==> config.mk <==
export PLATFORM = sky130hd
export DESIGN_NAME = id_ex_issue_stage_flat
export DESIGN_NICKNAME = d
export VERILOG_FILES = /design/src/rtl/id_ex_pkg.sv /design/src/rtl/id_ex_issue_stage_if.sv /design/src/rtl/id_ex_hazard_detect.sv /design/src/rtl/id_ex_issue_stage.sv /design/src/flat_wrapper.sv
export SDC_FILE = /design/constraint.sdc
export NUM_CORES = 1
export LEC_CHECK = 0
export CAP_MARGIN = 30
export CORE_MARGIN = 2
export CORE_UTILIZATION = 47
export DETAILED_ROUTE_END_ITERATION = 8
export GPL_ROUTABILITY_DRIVEN = 0
export GPL_TIMING_DRIVEN = 0
export PLACE_DENSITY_LB_ADDON = 0.08
export SLEW_MARGIN = 20
export SYNTH_ARGS = -nofsm -noshare
export SYNTH_HDL_FRONTEND = slang
export SYNTH_SLANG_ARGS = --single-unit
export TNS_END_PERCENT = 50
==> constraint.sdc <==
create_clock -name clk -period 4 [get_ports clk]
set_input_delay 0.4 -clock clk [delete_from_list [all_inputs] [get_ports clk]]
set_output_delay 0.4 -clock clk [all_outputs]
set_load 0.005 [all_outputs]
==> src/rtl/id_ex_pkg.sv <==
// id_ex_pkg: shared types and constants for the dual-lane ID/EX issue stage.
//   REG_AW_DEFAULT / CNT_W_DEFAULT : default register-address and counter widths
//   state_t                        : issue FSM state (RUN, SPLIT)
//   action_t                       : what the stage does this cycle (one per priority rule)
//   lane1_ctrl_t / lane2_ctrl_t    : per-lane control bundles held in ID/EX
//   LANE1_BUBBLE / LANE2_BUBBLE    : control values that make a lane a no-op
package id_ex_pkg;

  localparam int REG_AW_DEFAULT = 3;
  localparam int CNT_W_DEFAULT  = 16;

  typedef enum logic {
    RUN   = 1'b0,
    SPLIT = 1'b1
  } state_t;

  typedef enum logic [2:0] {
    ACT_FLUSH  = 3'd0,  // kill both lanes, return to RUN
    ACT_FREEZE = 3'd1,  // downstream stall: hold everything
    ACT_IDLE   = 3'd2,  // nothing to issue
    ACT_LU     = 3'd3,  // load-use bubble
    ACT_SPLIT  = 3'd4,  // issue lane 1, defer lane 2
    ACT_BOTH   = 3'd5,  // issue the whole bundle
    ACT_LANE2  = 3'd6   // issue the deferred lane 2
  } action_t;

  typedef struct packed {
    logic alusrcb;
    logic regwrite;
    logic memread;
  } lane1_ctrl_t;

  typedef struct packed {
    logic regwrite;
    logic memwrite;
  } lane2_ctrl_t;

  localparam lane1_ctrl_t LANE1_BUBBLE = '{alusrcb: 1'b0, regwrite: 1'b0, memread: 1'b0};
  localparam lane2_ctrl_t LANE2_BUBBLE = '{regwrite: 1'b0, memwrite: 1'b0};

endpackage

==> src/rtl/id_ex_issue_stage_if.sv <==
// id_ex_issue_stage_if: decode-side bundle, ID/EX register outputs and the
// IF/ID hold line of the issue stage.
//   master : decode / EX side (drives id_*, observes ex_* and if_id_hold)
//   slave  : the issue stage (consumes id_*, drives ex_* and if_id_hold)
// Handshake: id_valid qualifies the id_* bundle; the producer must keep the
// same bundle on id_* for every cycle in which if_id_hold is 1, and may
// change it only after a cycle with if_id_hold = 0. ex_valid_1/ex_valid_2
// qualify each lane of the registered ex_* fields.
interface id_ex_issue_stage_if #(
  parameter int REG_AW = 3
);

  logic              id_valid;
  logic [REG_AW-1:0] id_rm_1, id_rd_11, id_rd_12, id_rd_1;
  logic              id_alusrcb_1, id_regwrite_1, id_memread_1;
  logic [REG_AW-1:0] id_rm_2, id_rn_2, id_rd_2;
  logic              id_regwrite_2, id_memwrite_2;

  logic              ex_valid_1, ex_valid_2;
  logic [REG_AW-1:0] ex_rm_1, ex_rd_11, ex_rd_12, ex_rd_1;
  logic              ex_alusrcb_1, ex_regwrite_1, ex_memread_1;
  logic [REG_AW-1:0] ex_rm_2, ex_rn_2, ex_rd_2;
  logic              ex_regwrite_2, ex_memwrite_2;

  logic              if_id_hold;

  modport master (
    output id_valid, id_rm_1, id_rd_11, id_rd_12, id_rd_1,
           id_alusrcb_1, id_regwrite_1, id_memread_1,
           id_rm_2, id_rn_2, id_rd_2, id_regwrite_2, id_memwrite_2,
    input  ex_valid_1, ex_valid_2, ex_rm_1, ex_rd_11, ex_rd_12, ex_rd_1,
           ex_alusrcb_1, ex_regwrite_1, ex_memread_1,
           ex_rm_2, ex_rn_2, ex_rd_2, ex_regwrite_2, ex_memwrite_2,
           if_id_hold
  );

  modport slave (
    input  id_valid, id_rm_1, id_rd_11, id_rd_12, id_rd_1,
           id_alusrcb_1, id_regwrite_1, id_memread_1,
           id_rm_2, id_rn_2, id_rd_2, id_regwrite_2, id_memwrite_2,
    output ex_valid_1, ex_valid_2, ex_rm_1, ex_rd_11, ex_rd_12, ex_rd_1,
           ex_alusrcb_1, ex_regwrite_1, ex_memread_1,
           ex_rm_2, ex_rn_2, ex_rd_2, ex_regwrite_2, ex_memwrite_2,
           if_id_hold
  );

endinterface

==> src/rtl/id_ex_hazard_detect.sv <==
// id_ex_hazard_detect: purely combinational hazard detection.
//   ex_valid_1, ex_memread_1, ex_rd_1 : lane 1 currently in EX (possible load)
//   id_*                              : bundle presented by decode
//   load_use_1 / load_use_2           : the EX load writes a source used by lane 1 / lane 2
//   intra_dep                         : lane 2 reads what lane 1 of the same bundle writes
// Register 0 is never a hazard: a zero destination never matches.
module id_ex_hazard_detect #(
  parameter int REG_AW = 3
) (
  input  logic              ex_valid_1,
  input  logic              ex_memread_1,
  input  logic [REG_AW-1:0] ex_rd_1,
  input  logic [REG_AW-1:0] id_rm_1,
  input  logic [REG_AW-1:0] id_rd_11,
  input  logic [REG_AW-1:0] id_rd_12,
  input  logic [REG_AW-1:0] id_rd_1,
  input  logic              id_alusrcb_1,
  input  logic              id_regwrite_1,
  input  logic [REG_AW-1:0] id_rm_2,
  input  logic [REG_AW-1:0] id_rn_2,
  input  logic [REG_AW-1:0] id_rd_2,
  input  logic              id_memwrite_2,
  output logic              load_use_1,
  output logic              load_use_2,
  output logic              intra_dep
);

  function automatic logic hit(input logic [REG_AW-1:0] dst, input logic [REG_AW-1:0] src);
    return (dst != '0) && (dst == src);
  endfunction

  logic [REG_AW-1:0] src_b_1;
  logic              ex_load;

  // Lane-1 operand B comes from one of two fields depending on ALUSrcB.
  assign src_b_1 = id_alusrcb_1 ? id_rd_12 : id_rd_11;
  assign ex_load = ex_valid_1 && ex_memread_1;

  assign load_use_1 = ex_load && (hit(ex_rd_1, id_rm_1) || hit(ex_rd_1, src_b_1));

  // Lane 2 reads rd_2 only as store data.
  assign load_use_2 = ex_load && (hit(ex_rd_1, id_rm_2) || hit(ex_rd_1, id_rn_2) ||
                                  (id_memwrite_2 && hit(ex_rd_1, id_rd_2)));

  assign intra_dep = id_regwrite_1 && (hit(id_rd_1, id_rm_2) || hit(id_rd_1, id_rn_2) ||
                                       (id_memwrite_2 && hit(id_rd_1, id_rd_2)));

endmodule

==> src/rtl/id_ex_issue_stage.sv <==
// id_ex_issue_stage: dual-lane ID/EX pipeline register with load-use and
// intra-bundle hazard control, upstream of the forwarding unit.
//   clk, rst_n   : clock, asynchronous active-low reset
//   flush        : branch redirect, kills the bundle in decode
//   ext_stall    : downstream memory stall, freezes the stage
//   bus (slave)  : id_* bundle in, registered ex_* fields and if_id_hold out
//   state        : current FSM state (RUN / SPLIT) for observation
//   lu_stall_cnt, split_cnt : saturating event counters, present only when
//                  ID_EX_PERF_CNT_EN is defined
// While in SPLIT the decode bundle is held (if_id_hold was 1), so lane 2 is
// re-read from id_* rather than buffered locally.
module id_ex_issue_stage
  import id_ex_pkg::*;
#(
`ifdef ID_EX_PERF_CNT_EN
  parameter int CNT_W  = CNT_W_DEFAULT,
`endif
  parameter int REG_AW = REG_AW_DEFAULT
) (
  input  logic                 clk,
  input  logic                 rst_n,
  input  logic                 flush,
  input  logic                 ext_stall,
  id_ex_issue_stage_if.slave   bus,
`ifdef ID_EX_PERF_CNT_EN
  output logic [CNT_W-1:0]     lu_stall_cnt,
  output logic [CNT_W-1:0]     split_cnt,
`endif
  output state_t               state
);

  logic        load_use_1, load_use_2, intra_dep;
  action_t     act;
  state_t      state_nxt;
  logic        issue_1, issue_2;
  lane1_ctrl_t id_ctrl_1, ex_ctrl_1;
  lane2_ctrl_t id_ctrl_2, ex_ctrl_2;
  logic        ex_valid_1, ex_valid_2;
  logic [REG_AW-1:0] ex_rm_1, ex_rd_11, ex_rd_12, ex_rd_1;
  logic [REG_AW-1:0] ex_rm_2, ex_rn_2, ex_rd_2;

  id_ex_hazard_detect #(.REG_AW(REG_AW)) u_hazard (
    .ex_valid_1    (ex_valid_1),
    .ex_memread_1  (ex_ctrl_1.memread),
    .ex_rd_1       (ex_rd_1),
    .id_rm_1       (bus.id_rm_1),
    .id_rd_11      (bus.id_rd_11),
    .id_rd_12      (bus.id_rd_12),
    .id_rd_1       (bus.id_rd_1),
    .id_alusrcb_1  (bus.id_alusrcb_1),
    .id_regwrite_1 (bus.id_regwrite_1),
    .id_rm_2       (bus.id_rm_2),
    .id_rn_2       (bus.id_rn_2),
    .id_rd_2       (bus.id_rd_2),
    .id_memwrite_2 (bus.id_memwrite_2),
    .load_use_1    (load_use_1),
    .load_use_2    (load_use_2),
    .intra_dep     (intra_dep)
  );

  assign id_ctrl_1.alusrcb  = bus.id_alusrcb_1;
  assign id_ctrl_1.regwrite = bus.id_regwrite_1;
  assign id_ctrl_1.memread  = bus.id_memread_1;
  assign id_ctrl_2.regwrite = bus.id_regwrite_2;
  assign id_ctrl_2.memwrite = bus.id_memwrite_2;

  // Priority decode. In SPLIT lane 1 has already issued, so only lane 2's
  // load-use matters and id_valid is ignored (the bundle is being held).
  always_comb begin
    act = ACT_BOTH;
    if (flush) begin
      act = ACT_FLUSH;
    end else if (ext_stall) begin
      act = ACT_FREEZE;
    end else if (state == RUN) begin
      if (!bus.id_valid)                 act = ACT_IDLE;
      else if (load_use_1 || load_use_2) act = ACT_LU;
      else if (intra_dep)                act = ACT_SPLIT;
      else                               act = ACT_BOTH;
    end else begin
      if (load_use_2) act = ACT_LU;
      else            act = ACT_LANE2;
    end
  end

  always_comb begin
    state_nxt = state;
    if (act == ACT_SPLIT)                          state_nxt = SPLIT;
    else if (act == ACT_FLUSH || act == ACT_LANE2) state_nxt = RUN;
  end

  assign issue_1 = (act == ACT_BOTH) || (act == ACT_SPLIT);
  assign issue_2 = (act == ACT_BOTH) || (act == ACT_LANE2);

  // Gated by rst_n so decode is never held while the stage is in reset.
  assign bus.if_id_hold = rst_n && ((act == ACT_FREEZE) || (act == ACT_LU) ||
                                    (act == ACT_SPLIT));

  always_ff @(posedge clk or negedge rst_n) begin
    if (!rst_n) begin
      state      <= RUN;
      ex_valid_1 <= 1'b0;
      ex_valid_2 <= 1'b0;
      ex_ctrl_1  <= LANE1_BUBBLE;
      ex_ctrl_2  <= LANE2_BUBBLE;
      ex_rm_1    <= '0;
      ex_rd_11   <= '0;
      ex_rd_12   <= '0;
      ex_rd_1    <= '0;
      ex_rm_2    <= '0;
      ex_rn_2    <= '0;
      ex_rd_2    <= '0;
    end else if (act != ACT_FREEZE) begin
      state      <= state_nxt;
      ex_valid_1 <= issue_1;
      ex_valid_2 <= issue_2;
      ex_ctrl_1  <= issue_1 ? id_ctrl_1 : LANE1_BUBBLE;
      ex_ctrl_2  <= issue_2 ? id_ctrl_2 : LANE2_BUBBLE;
      // Addresses of a bubbled lane are don't-care, so they load unconditionally.
      ex_rm_1    <= bus.id_rm_1;
      ex_rd_11   <= bus.id_rd_11;
      ex_rd_12   <= bus.id_rd_12;
      ex_rd_1    <= bus.id_rd_1;
      ex_rm_2    <= bus.id_rm_2;
      ex_rn_2    <= bus.id_rn_2;
      ex_rd_2    <= bus.id_rd_2;
    end
  end

  assign bus.ex_valid_1    = ex_valid_1;
  assign bus.ex_valid_2    = ex_valid_2;
  assign bus.ex_alusrcb_1  = ex_ctrl_1.alusrcb;
  assign bus.ex_regwrite_1 = ex_ctrl_1.regwrite;
  assign bus.ex_memread_1  = ex_ctrl_1.memread;
  assign bus.ex_regwrite_2 = ex_ctrl_2.regwrite;
  assign bus.ex_memwrite_2 = ex_ctrl_2.memwrite;
  assign bus.ex_rm_1       = ex_rm_1;
  assign bus.ex_rd_11      = ex_rd_11;
  assign bus.ex_rd_12      = ex_rd_12;
  assign bus.ex_rd_1       = ex_rd_1;
  assign bus.ex_rm_2       = ex_rm_2;
  assign bus.ex_rn_2       = ex_rn_2;
  assign bus.ex_rd_2       = ex_rd_2;

`ifdef ID_EX_PERF_CNT_EN
  // Flush and freeze never select ACT_LU / ACT_SPLIT, so stalled cycles are not counted.
  always_ff @(posedge clk or negedge rst_n) begin
    if (!rst_n) begin
      lu_stall_cnt <= '0;
      split_cnt    <= '0;
    end else begin
      if (act == ACT_LU && lu_stall_cnt != '1)  lu_stall_cnt <= lu_stall_cnt + 1'b1;
      if (act == ACT_SPLIT && split_cnt != '1)  split_cnt    <= split_cnt + 1'b1;
    end
  end
`endif

endmodule
==> src/flat_wrapper.sv <==
// flat-port wrapper written by rule: the top's interface ports become plain ports
module id_ex_issue_stage_flat import id_ex_pkg::*;
#(

  parameter int REG_AW = REG_AW_DEFAULT
)
  (clk, rst_n, flush, ext_stall, state, bus_id_valid, bus_id_rm_1, bus_id_rd_11, bus_id_rd_12, bus_id_rd_1, bus_id_alusrcb_1, bus_id_regwrite_1, bus_id_memread_1, bus_id_rm_2, bus_id_rn_2, bus_id_rd_2, bus_id_regwrite_2, bus_id_memwrite_2, bus_ex_valid_1, bus_ex_valid_2, bus_ex_rm_1, bus_ex_rd_11, bus_ex_rd_12, bus_ex_rd_1, bus_ex_alusrcb_1, bus_ex_regwrite_1, bus_ex_memread_1, bus_ex_rm_2, bus_ex_rn_2, bus_ex_rd_2, bus_ex_regwrite_2, bus_ex_memwrite_2, bus_if_id_hold);
  id_ex_issue_stage_if #(.REG_AW(REG_AW)) bus_i ();
  input  logic clk;
  input  logic rst_n;
  input  logic flush;
  input  logic ext_stall;
  output state_t state;
  input wire logic [$bits(bus_i.id_valid)-1:0] bus_id_valid;
  input wire logic [$bits(bus_i.id_rm_1)-1:0] bus_id_rm_1;
  input wire logic [$bits(bus_i.id_rd_11)-1:0] bus_id_rd_11;
  input wire logic [$bits(bus_i.id_rd_12)-1:0] bus_id_rd_12;
  input wire logic [$bits(bus_i.id_rd_1)-1:0] bus_id_rd_1;
  input wire logic [$bits(bus_i.id_alusrcb_1)-1:0] bus_id_alusrcb_1;
  input wire logic [$bits(bus_i.id_regwrite_1)-1:0] bus_id_regwrite_1;
  input wire logic [$bits(bus_i.id_memread_1)-1:0] bus_id_memread_1;
  input wire logic [$bits(bus_i.id_rm_2)-1:0] bus_id_rm_2;
  input wire logic [$bits(bus_i.id_rn_2)-1:0] bus_id_rn_2;
  input wire logic [$bits(bus_i.id_rd_2)-1:0] bus_id_rd_2;
  input wire logic [$bits(bus_i.id_regwrite_2)-1:0] bus_id_regwrite_2;
  input wire logic [$bits(bus_i.id_memwrite_2)-1:0] bus_id_memwrite_2;
  output wire logic [$bits(bus_i.ex_valid_1)-1:0] bus_ex_valid_1;
  output wire logic [$bits(bus_i.ex_valid_2)-1:0] bus_ex_valid_2;
  output wire logic [$bits(bus_i.ex_rm_1)-1:0] bus_ex_rm_1;
  output wire logic [$bits(bus_i.ex_rd_11)-1:0] bus_ex_rd_11;
  output wire logic [$bits(bus_i.ex_rd_12)-1:0] bus_ex_rd_12;
  output wire logic [$bits(bus_i.ex_rd_1)-1:0] bus_ex_rd_1;
  output wire logic [$bits(bus_i.ex_alusrcb_1)-1:0] bus_ex_alusrcb_1;
  output wire logic [$bits(bus_i.ex_regwrite_1)-1:0] bus_ex_regwrite_1;
  output wire logic [$bits(bus_i.ex_memread_1)-1:0] bus_ex_memread_1;
  output wire logic [$bits(bus_i.ex_rm_2)-1:0] bus_ex_rm_2;
  output wire logic [$bits(bus_i.ex_rn_2)-1:0] bus_ex_rn_2;
  output wire logic [$bits(bus_i.ex_rd_2)-1:0] bus_ex_rd_2;
  output wire logic [$bits(bus_i.ex_regwrite_2)-1:0] bus_ex_regwrite_2;
  output wire logic [$bits(bus_i.ex_memwrite_2)-1:0] bus_ex_memwrite_2;
  output wire logic [$bits(bus_i.if_id_hold)-1:0] bus_if_id_hold;
  assign bus_i.id_valid = bus_id_valid;
  assign bus_i.id_rm_1 = bus_id_rm_1;
  assign bus_i.id_rd_11 = bus_id_rd_11;
  assign bus_i.id_rd_12 = bus_id_rd_12;
  assign bus_i.id_rd_1 = bus_id_rd_1;
  assign bus_i.id_alusrcb_1 = bus_id_alusrcb_1;
  assign bus_i.id_regwrite_1 = bus_id_regwrite_1;
  assign bus_i.id_memread_1 = bus_id_memread_1;
  assign bus_i.id_rm_2 = bus_id_rm_2;
  assign bus_i.id_rn_2 = bus_id_rn_2;
  assign bus_i.id_rd_2 = bus_id_rd_2;
  assign bus_i.id_regwrite_2 = bus_id_regwrite_2;
  assign bus_i.id_memwrite_2 = bus_id_memwrite_2;
  assign bus_ex_valid_1 = bus_i.ex_valid_1;
  assign bus_ex_valid_2 = bus_i.ex_valid_2;
  assign bus_ex_rm_1 = bus_i.ex_rm_1;
  assign bus_ex_rd_11 = bus_i.ex_rd_11;
  assign bus_ex_rd_12 = bus_i.ex_rd_12;
  assign bus_ex_rd_1 = bus_i.ex_rd_1;
  assign bus_ex_alusrcb_1 = bus_i.ex_alusrcb_1;
  assign bus_ex_regwrite_1 = bus_i.ex_regwrite_1;
  assign bus_ex_memread_1 = bus_i.ex_memread_1;
  assign bus_ex_rm_2 = bus_i.ex_rm_2;
  assign bus_ex_rn_2 = bus_i.ex_rn_2;
  assign bus_ex_rd_2 = bus_i.ex_rd_2;
  assign bus_ex_regwrite_2 = bus_i.ex_regwrite_2;
  assign bus_ex_memwrite_2 = bus_i.ex_memwrite_2;
  assign bus_if_id_hold = bus_i.if_id_hold;
  id_ex_issue_stage #(.REG_AW(REG_AW)) u_core (.clk(clk), .rst_n(rst_n), .flush(flush), .ext_stall(ext_stall), .bus(bus_i), .state(state));
endmodule
==> impl_metrics.sql, run 1 <==
INSERT INTO impl_metrics (metric_group, metric, value, unit) VALUES
('grt', 'antenna_violations_before_repair', '0', ''),
('worst_setup_path', 'worstRegToRegCells', '6', ''),
('pwr', 'power.static_leakage', '0.0008848', 'µW'),
('timing', 'final.setup.worst_slack', '0.6475', 'ns'),
('worst_setup_path', 'worstPathRequired', '3.60', 'ns'),
('timing', 'worst_rel_slew_slack', '50.00', '%'),
('timing', 'min_period_over_period', '83.81', '%'),
('finish', 'design.final.nets', '221', ''),
('grt', 'first_global_vias', '1313', ''),
('worst_setup_path', 'arrival', '2.95', 'ns'),
('worst_setup_path', 'endpoint_kind', 'primary output', ''),
('grt', 'grt_overflow_total', '0', ''),
('finish', 'final_area', '2247', 'µm²'),
('pwr', 'seq_power_share', '46.4', '%'),
('cts', 'clkTransAtPathRegs', '0.09', 'ns'),
('floorplanning', 'initial_utilization', '50.24', '%'),
('synth', 'syn_inst', '126', ''),
('timing', 'hold-worst-slack', '0.1005', 'ns'),
('placed_design', 'place.port_buffers', '57', ''),
('floorplanning', 'io_pins', '61', ''),
('run', 'drv_cap', '0', ''),
('timing', 'timing.clock.skew', '0.001077', 'ns'),
('grt', 'grt_start_max_net_pins', '32', ''),
('cts', 'tritoncts', 'built', ''),
('placed_design', 'hpwl', '2938', 'µm'),
('detailed_routing', 'vias_per_cell', '5.415', ''),
('hold_path', 'worstHoldPathType', 'in2async', ''),
('worst_setup_path', 'worst-setup-path-type', 'in2out', ''),
('timing', 'setup_viol', '0', ''),
('worst_setup_path', 'critical_path.most_common_cell', 'sky130_fd_sc_hd__clkdlybuf4s50_1', ''),
('floorplanning', 'width_of_the_chip', '61.83', 'µm'),
('cts', 'clockRootBuffer', 'sky130_fd_sc_hd__clkbuf_4', ''),
('synth', 'synth_seq_cells', '29', ''),
('detailed_routing', 'first_pass_iters', '4', ''),
('floorplanning', 'die_h', '61.83', 'µm'),
('cts', 'clock_insertion_delay_worst_skew', '0.33', 'ns'),
('grt', 'groute.usage.overall', '22.15', '%'),
('finish', 'num_antenna_cells', '0', ''),
('pwr', 'p_int', '516.2', 'µW'),
('worst_setup_path', 'worst-path-max-fanout', '4', ''),
('pwr', 'combinational_fraction_of_design_power', '28.0', '%'),
('timing', 'worst-slew-pin-transition', '0.7472', 'ns'),
('placed_design', 'detailed_place.area', '2192', 'µm²'),
('cts', 'htree_levels', '2', ''),
('synth', 'synthesis.yosys.warnings', '0', ''),
('timing', 'clock.fmax', '0.2983', 'GHz'),
('detailed_routing', 'drt_iter0_markers', '70', ''),
('worst_setup_path', 'critical_path.slowest_cell', 'sky130_fd_sc_hd__clkdlybuf4s50_1', ''),
('pwr', 'cellPowerDensity', '315.5', 'nW/µm²'),
('detailed_routing', 'routed-via-count', '1267', ''),
('cts', 'number_of_setup_buffers_added_after_cts', '0', ''),
('worst_setup_path', 'path_delay_family', 'buffers and inverters', ''),
('worst_setup_path', 'max_stage_delay', '0.61', 'ns'),
('pwr', 'vdd_drop_max', '0.1924', 'mV'),
('cts', 'postCtsResizedCells', '0', ''),
('detailed_routing', 'drc', '0', ''),
('floorplanning', 'die_area', '3822', 'µm²'),
('floorplanning', 'placementRows', '20', ''),
('cts', 'holdBufCountCts', '0', ''),
('synth', 'number_of_nets_produced_by_synthesis', '157', ''),
('timing', 'totalNegativeSetupSlack', '0', 'ns'),
('synth', 'synth.distinct_cells', '29', ''),
('cts', 'clock_sinks', '29', ''),
('detailed_routing', 'detail_route.wl_per_cell', '16.23', 'µm'),
('timing', 'time_the_final_worst_path_needs_with_i_o_delays_and_setup', '3.352', 'ns'),
('status', 'run_status', 'finished clean', ''),
('worst_setup_path', 'timing.critical_path.cells', 'clkdlybuf4s50_1 > mux2i_1 > xnor2_1 > o41ai_2 > o311a_1 > a32o_1 > clkdlybuf4s50_1', ''),
('synth', 'postSynthAreaPerCell', '12.47', 'µm²'),
('timing', 'final_hold_viol_count', '0', ''),
('pwr', 'pwr-share-clk', '25.7', '%'),
('pwr', 'netSwitchingPower', '192.7', 'µW');
metal layers:
metal,GRT usage [%],up-vias,routed length [µm]
li1,-,590,-
met1,25.75,611,1542
met2,37.59,57,1913
met3,6.625,9,262
met4,10.03,0,80
met5,0,-,0
cells in the mapped netlist:
cell / count / area share (%)
sky130_fd_sc_hd__mux2_2: 21 / 15
sky130_fd_sc_hd__nor4_4: 1 / 1.4
sky130_fd_sc_hd__mux2i_1: 3 / 1.9
sky130_fd_sc_hd__a31oi_1: 2 / 0.80
sky130_fd_sc_hd__clkbuf_1: 3 / 0.72
sky130_fd_sc_hd__xnor2_1: 24 / 13
sky130_fd_sc_hd__buf_1: 1 / 0.24
sky130_fd_sc_hd__a22o_2: 4 / 2.5
sky130_fd_sc_hd__a21o_2: 1 / 0.56
sky130_fd_sc_hd__a41oi_2: 1 / 1.0
sky130_fd_sc_hd__buf_4: 1 / 0.48
sky130_fd_sc_hd__o31ai_1: 2 / 0.96
sky130_fd_sc_hd__nand2_1: 1 / 0.24
sky130_fd_sc_hd__nand4_1: 2 / 0.80
sky130_fd_sc_hd__a31o_1: 1 / 0.56
sky130_fd_sc_hd__nor2_1: 4 / 0.96
sky130_fd_sc_hd__a32o_1: 4 / 2.5
sky130_fd_sc_hd__dfrtp_1: 29 / 46
sky130_fd_sc_hd__buf_2: 2 / 0.64
sky130_fd_sc_hd__o21ai_0: 2 / 0.64
sky130_fd_sc_hd__buf_6: 1 / 0.72
sky130_fd_sc_hd__a41oi_1: 1 / 0.56
sky130_fd_sc_hd__o41ai_2: 1 / 1.0
sky130_fd_sc_hd__inv_1: 5 / 1.2
sky130_fd_sc_hd__a211o_1: 1 / 0.56
sky130_fd_sc_hd__o311a_1: 1 / 0.64
sky130_fd_sc_hd__o311a_4: 1 / 1.4
sky130_fd_sc_hd__nand3_1: 5 / 1.6
sky130_fd_sc_hd__o31ai_2: 1 / 0.80
worst max-delay path by stage:
stage	cells past startpoint	end	slack [ns]	startpoint
after floorplan	6	bus_if_id_hold	1.86	u_core.bus.ex_rd_1[0]$_DFFE_PN0P_
after global placement	7	bus_if_id_hold	0.73	bus_id_alusrcb_1
after detailed placement	7	bus_if_id_hold	0.66	bus_id_alusrcb_1
after CTS	7	bus_if_id_hold	0.63	bus_id_alusrcb_1
after global routing	7	bus_if_id_hold	0.49	bus_id_alusrcb_1
final	7	bus_if_id_hold	0.65	bus_id_alusrcb_1
final cells by class:
class	count	area, µm²
fill	253	880.8
multi-input combinational	84	783.3
sequential	29	725.7
timing repair buffer	57	565.5
clock buffer	7	55.05
tap	44	55.05
buffer	8	43.79
inverter	5	18.77
kinds of logic after synthesis:
kind of cell,after synthesis,share of synthesized area [%]
mux,24,16.96
simple gates,13,4.935
xor+xnor,24,13.38
flops,29,46.18
buf+inv,13,3.981
compound gates,23,14.57
registers in the layout, indices dropped and copies added (netlist names), 3 cells and up:
name	flops
u_core.bus.ex_rd_1	3
u_core.bus.ex_rd_11	3
u_core.bus.ex_rd_2	3
u_core.bus.ex_rd_12	3
u_core.bus.ex_rm_1	3
u_core.bus.ex_rn_2	3
u_core.bus.ex_rm_2	3
power by group through the flow:
stage / Sequential [µW] / Clock, µW / Combinational [µW]
final: 329 / 182 / 198
after global routing: 332 / 193 / 215
after detailed placement: 335 / 0 / 199
after global placement: 333 / 0 / 193
after CTS: 329 / 183 / 200
after floorplan: 336 / 0 / 91.6
through the flow:
stage / cells / utilization (%) / total power [µW]
after floorplan: 126 / - / 427.8
after global placement: 227 / 70.24 / 526.0
after detailed placement: 227 / 70.08 / 533.8
after CTS: 234 / 71.84 / 711.6
after global routing: 234 / 71.84 / 739.7
final: 234 / 71.84 / 708.9
worst reg2reg max path, delay by kind of cell (launching register included):
| kind | cells | cell delay, ns |
|---|---|---|
| AO/OA/AOI/OAI | 3 | 1.11 |
| AND/OR/NAND/NOR | 1 | 0.14 |
| buffers and inverters | 2 | 0.28 |
| flip-flops | 1 | 0.35 |
layout by cell type (no fill, tap or decap):
master and n:
sky130_fd_sc_hd__a41oi_1 1, sky130_fd_sc_hd__o31ai_2 1, sky130_fd_sc_hd__buf_1 1, sky130_fd_sc_hd__buf_4 1
sky130_fd_sc_hd__nand2_1 1, sky130_fd_sc_hd__a32o_1 4, sky130_fd_sc_hd__a31o_1 1, sky130_fd_sc_hd__o21ai_0 2
sky130_fd_sc_hd__clkbuf_4 5, sky130_fd_sc_hd__o41ai_2 1, sky130_fd_sc_hd__mux2_2 21, sky130_fd_sc_hd__o311a_1 1
sky130_fd_sc_hd__clkbuf_1 4, sky130_fd_sc_hd__nand4_1 2, sky130_fd_sc_hd__o31ai_1 2, sky130_fd_sc_hd__a211o_1 1
sky130_fd_sc_hd__clkdlybuf4s50_1 56, sky130_fd_sc_hd__o311a_4 1, sky130_fd_sc_hd__mux2i_1 3, sky130_fd_sc_hd__dfrtp_1 29
sky130_fd_sc_hd__nor4_4 1, sky130_fd_sc_hd__a31oi_1 2, sky130_fd_sc_hd__a21o_2 1, sky130_fd_sc_hd__nor2_1 4
sky130_fd_sc_hd__buf_2 3, sky130_fd_sc_hd__inv_1 5, sky130_fd_sc_hd__clkbuf_8 1, sky130_fd_sc_hd__buf_6 1
sky130_fd_sc_hd__nand3_1 5, sky130_fd_sc_hd__a41oi_2 1, sky130_fd_sc_hd__a22o_2 4, sky130_fd_sc_hd__xnor2_1 24
No activity file was read; power rests on OpenSTA's default activity.
==> run 2: changes to the inputs <==
Settings changed: CORE_UTILIZATION 47 to 43.
Clock period 4 ns to 3.4 ns, I/O delays scaled along.
==> run 2 against run 1 <==
  * Sequential power is 18% higher
  * Worst setup slack worse by 0.44 ns
  * Via count shrank 0.24%
  * Count of clock-buffer cells in the layout stayed put
  * Utilization down 6.0 points
  * Design area increased by 0.11%
  * First-iteration DRC count fell by 16%
  * Largest cell class unchanged
==> impl_metrics.sql, run 2 (synthesis gave the netlist of run 1 again) <==
INSERT INTO impl_metrics (metric_group, metric, value, unit) VALUES
('timing', 'final_hold_viol_count', '0', ''),
('floorplanning', 'width_of_the_chip', '64.46', 'µm'),
('worst_setup_path', 'worst_setup_path_start_kind', 'input port', ''),
('floorplanning', 'io_pins', '61', ''),
('detailed_routing', 'routed-via-count', '1264', ''),
('pwr', 'vdd_drop_max', '0.2171', 'mV'),
('finish', 'final_cell_mix', 'sky130_fd_sc_hd__clkdlybuf4s50_1, sky130_fd_sc_hd__dfrtp_1, sky130_fd_sc_hd__xnor2_1', ''),
('pwr', 'combinational_fraction_of_design_power', '28.1', '%'),
('finish', 'design.final.nets', '221', ''),
('hold_path', 'worstHoldPathType', 'in2async', ''),
('cts', 'htree_levels', '2', ''),
('grt', 'grt_first_pass_wirelength', '6099', 'µm'),
('detailed_routing', 'detail_route.wl_per_cell', '15.32', 'µm'),
('floorplanning', 'die_area', '4154', 'µm²'),
('finish', 'post_layout_nonfiller_instances', '236', ''),
('timing', 'min_period_over_period', '93.86', '%'),
('grt', 'antenna_violations_before_repair', '0', ''),
('timing', 'hold-worst-slack', '0.05134', 'ns'),
('grt', 'first_global_vias', '1382', ''),
('timing', 'timing.clock.skew', '0.002077', 'ns'),
('cts', 'clkTransAtPathRegs', '0.08', 'ns'),
('timing', 'grt_setup_unrepaired', 'no', ''),
('cts', 'clock_sinks', '29', ''),
('cts', 'clock_buffer_depth', '2', ''),
('cts', 'clock_insertion_delay_worst_skew', '0.32', 'ns'),
('finish', 'layout_cells_sized_above_1', '22.11', '%'),
('detailed_routing', 'drc', '0', ''),
('worst_setup_path', 'worstRegToRegCells', '6', ''),
('detailed_routing', 'routed_wl', '3616', 'µm'),
('worst_setup_path', 'worstPathRequired', '3.06', 'ns'),
('cts', 'holdBufCountCts', '0', ''),
('floorplanning', 'placementRows', '21', ''),
('worst_setup_path', 'worst-path-max-fanout', '4', ''),
('timing', 'totalNegativeSetupSlack', '0', 'ns'),
('worst_setup_path', 'slack_of_the_worst_reg_to_reg_path', '1.42', 'ns'),
('timing', 'clock.fmax', '0.3134', 'GHz'),
('worst_setup_path', 'critPathLaunch', 'bus_id_alusrcb_1', ''),
('placed_design', 'place.detailed.instances', '229', ''),
('pwr', 'netSwitchingPower', '215.6', 'µW'),
('run', 'drv_cap', '0', ''),
('timing', 'worst-slew-pin-transition', '0.7257', 'ns'),
('cts', 'number_of_setup_buffers_added_after_cts', '0', ''),
('finish', 'final.fill_count', '282', ''),
('timing', 'setup_viol', '0', ''),
('placed_design', 'hpwl', '2838', 'µm'),
('cts', 'tritoncts', 'built', ''),
('status', 'run_status', 'finished clean', ''),
('cts', 'clockRootBuffer', 'sky130_fd_sc_hd__clkbuf_4', ''),
('detailed_routing', 'drt_iter0_markers', '59', ''),
('pwr', 'pwr-share-clk', '24.8', '%'),
('cts', 'numCtsBuffers', '5', ''),
('detailed_routing', 'vias_per_cell', '5.356', ''),
('floorplanning', 'initial_utilization', '46.01', '%'),
('finish', 'num_antenna_cells', '0', ''),
('timing', 'time_the_final_worst_path_needs_with_i_o_delays_and_setup', '3.191', 'ns'),
('pwr', 'seq_power_share', '47.0', '%'),
('detailed_routing', 'first_pass_iters', '5', ''),
('placed_design', 'place.port_buffers', '57', ''),
('detailed_routing', 'remaining_antenna_violation_count_after_routing', '0', ''),
('grt', 'grt_overflow_total', '0', ''),
('cts', 'postCtsResizedCells', '0', ''),
('timing', 'worst_rel_slew_slack', '51.44', '%'),
('worst_setup_path', 'arrival', '2.85', 'ns'),
('pwr', 'net_switching_fraction_of_the_power', '26.20', '%'),
('worst_setup_path', 'crit-reg2reg-launch', 'u_core.bus.ex_rd_1[2]$_DFFE_PN0P_', ''),
('grt', 'groute.usage.overall', '19.42', '%'),
('floorplanning', 'core-area', '3416', 'µm²'),
('finish', 'syn2layout_area_growth', '43.15', '%'),
('pwr', 'power.static_leakage', '0.0008848', 'µW'),
('timing', 'final-max-slew-violation-count', '0', ''),
('pwr', 'p_int', '607.1', 'µW'),
('grt', 'grt_start_max_net_pins', '32', ''),
('pwr', 'cellPowerDensity', '365.7', 'nW/µm²'),
('worst_setup_path', 'endpoint_kind', 'primary output', ''),
('worst_setup_path', 'worst-setup-path-type', 'in2out', ''),
('floorplanning', 'die_h', '64.46', 'µm'),
('worst_setup_path', 'worst_reg2reg_path_endpoint', 'u_core.bus.ex_memwrite_2$_DFFE_PN0P_', ''),
('finish', 'layout.cells.most_common', 'sky130_fd_sc_hd__clkdlybuf4s50_1', '');
==> run 2: cell counts in the layout (fill, tap and decap cells not counted) <==
Identical to the previous run, type by type.
==> run 2: power by group through the flow <==
stage / clock network (µW) / logic [µW] / registers, µW
final: 204 / 232 / 387
after global routing: 232 / 252 / 391
after CTS: 216 / 234 / 387
after detailed placement: 0 / 233 / 394
after global placement: 0 / 228 / 392
after floorplan: 0 / 108 / 396
==> run 2: cell type report <==
cell class | instances | area, µm² | area share [%]
Timing Repair Buffer | 57 | 565.5 | 25.14
Sequential cell | 29 | 725.7 | 32.26
Buffer | 8 | 43.79 | 1.947
Tap cell | 46 | 57.56 | 2.558
Multi-Input combinational cell | 84 | 783.3 | 34.82
Clock buffer | 7 | 55.05 | 2.447
Inverter | 5 | 18.77 | 0.8343
==> run 2: worst max path at each step <==
| stage | endpoint | slack (ns) |
|---|---|---|
| after floorplan | bus_if_id_hold | 1.32 |
| after CTS | bus_if_id_hold | 0.19 |
| after global placement | bus_if_id_hold | 0.24 |
| final | bus_if_id_hold | 0.21 |
| after detailed placement | bus_if_id_hold | 0.21 |
| after global routing | bus_if_id_hold | 0.09 |
==> run 2: per-stage QoR <==
step	instance area [µm²]	worst slack (ns)	total power [µW]	util, %
floorplan	1572	1.323	503.3	-
global placement	2200	0.2400	619.8	64.40
detailed placement	2195	0.2089	626.8	64.25
CTS	2250	0.1870	837.3	65.86
global route	2250	0.09056	874.2	65.86
finish	2250	0.2087	822.6	65.86
==> run 2: critical path: stages <==
cell and delay, ns:
sky130_fd_sc_hd__clkdlybuf4s50_1 0.60, sky130_fd_sc_hd__mux2i_1 0.29, sky130_fd_sc_hd__xnor2_1 0.13, sky130_fd_sc_hd__o41ai_2 0.60, sky130_fd_sc_hd__o311a_1 0.25, sky130_fd_sc_hd__a32o_1 0.13, sky130_fd_sc_hd__clkdlybuf4s50_1 0.50
==> run 2: routing by layer <==
| metal | vias up | GRT usage (%) | part of all wire (%) |
|---|---|---|---|
| met5 | - | 0 | 0 |
| met4 | 0 | 6.383 | 0.77 |
| met3 | 4 | 5.729 | 6.7 |
| met2 | 50 | 34.90 | 50 |
| met1 | 621 | 22.05 | 42 |
| li1 | 589 | - | - |
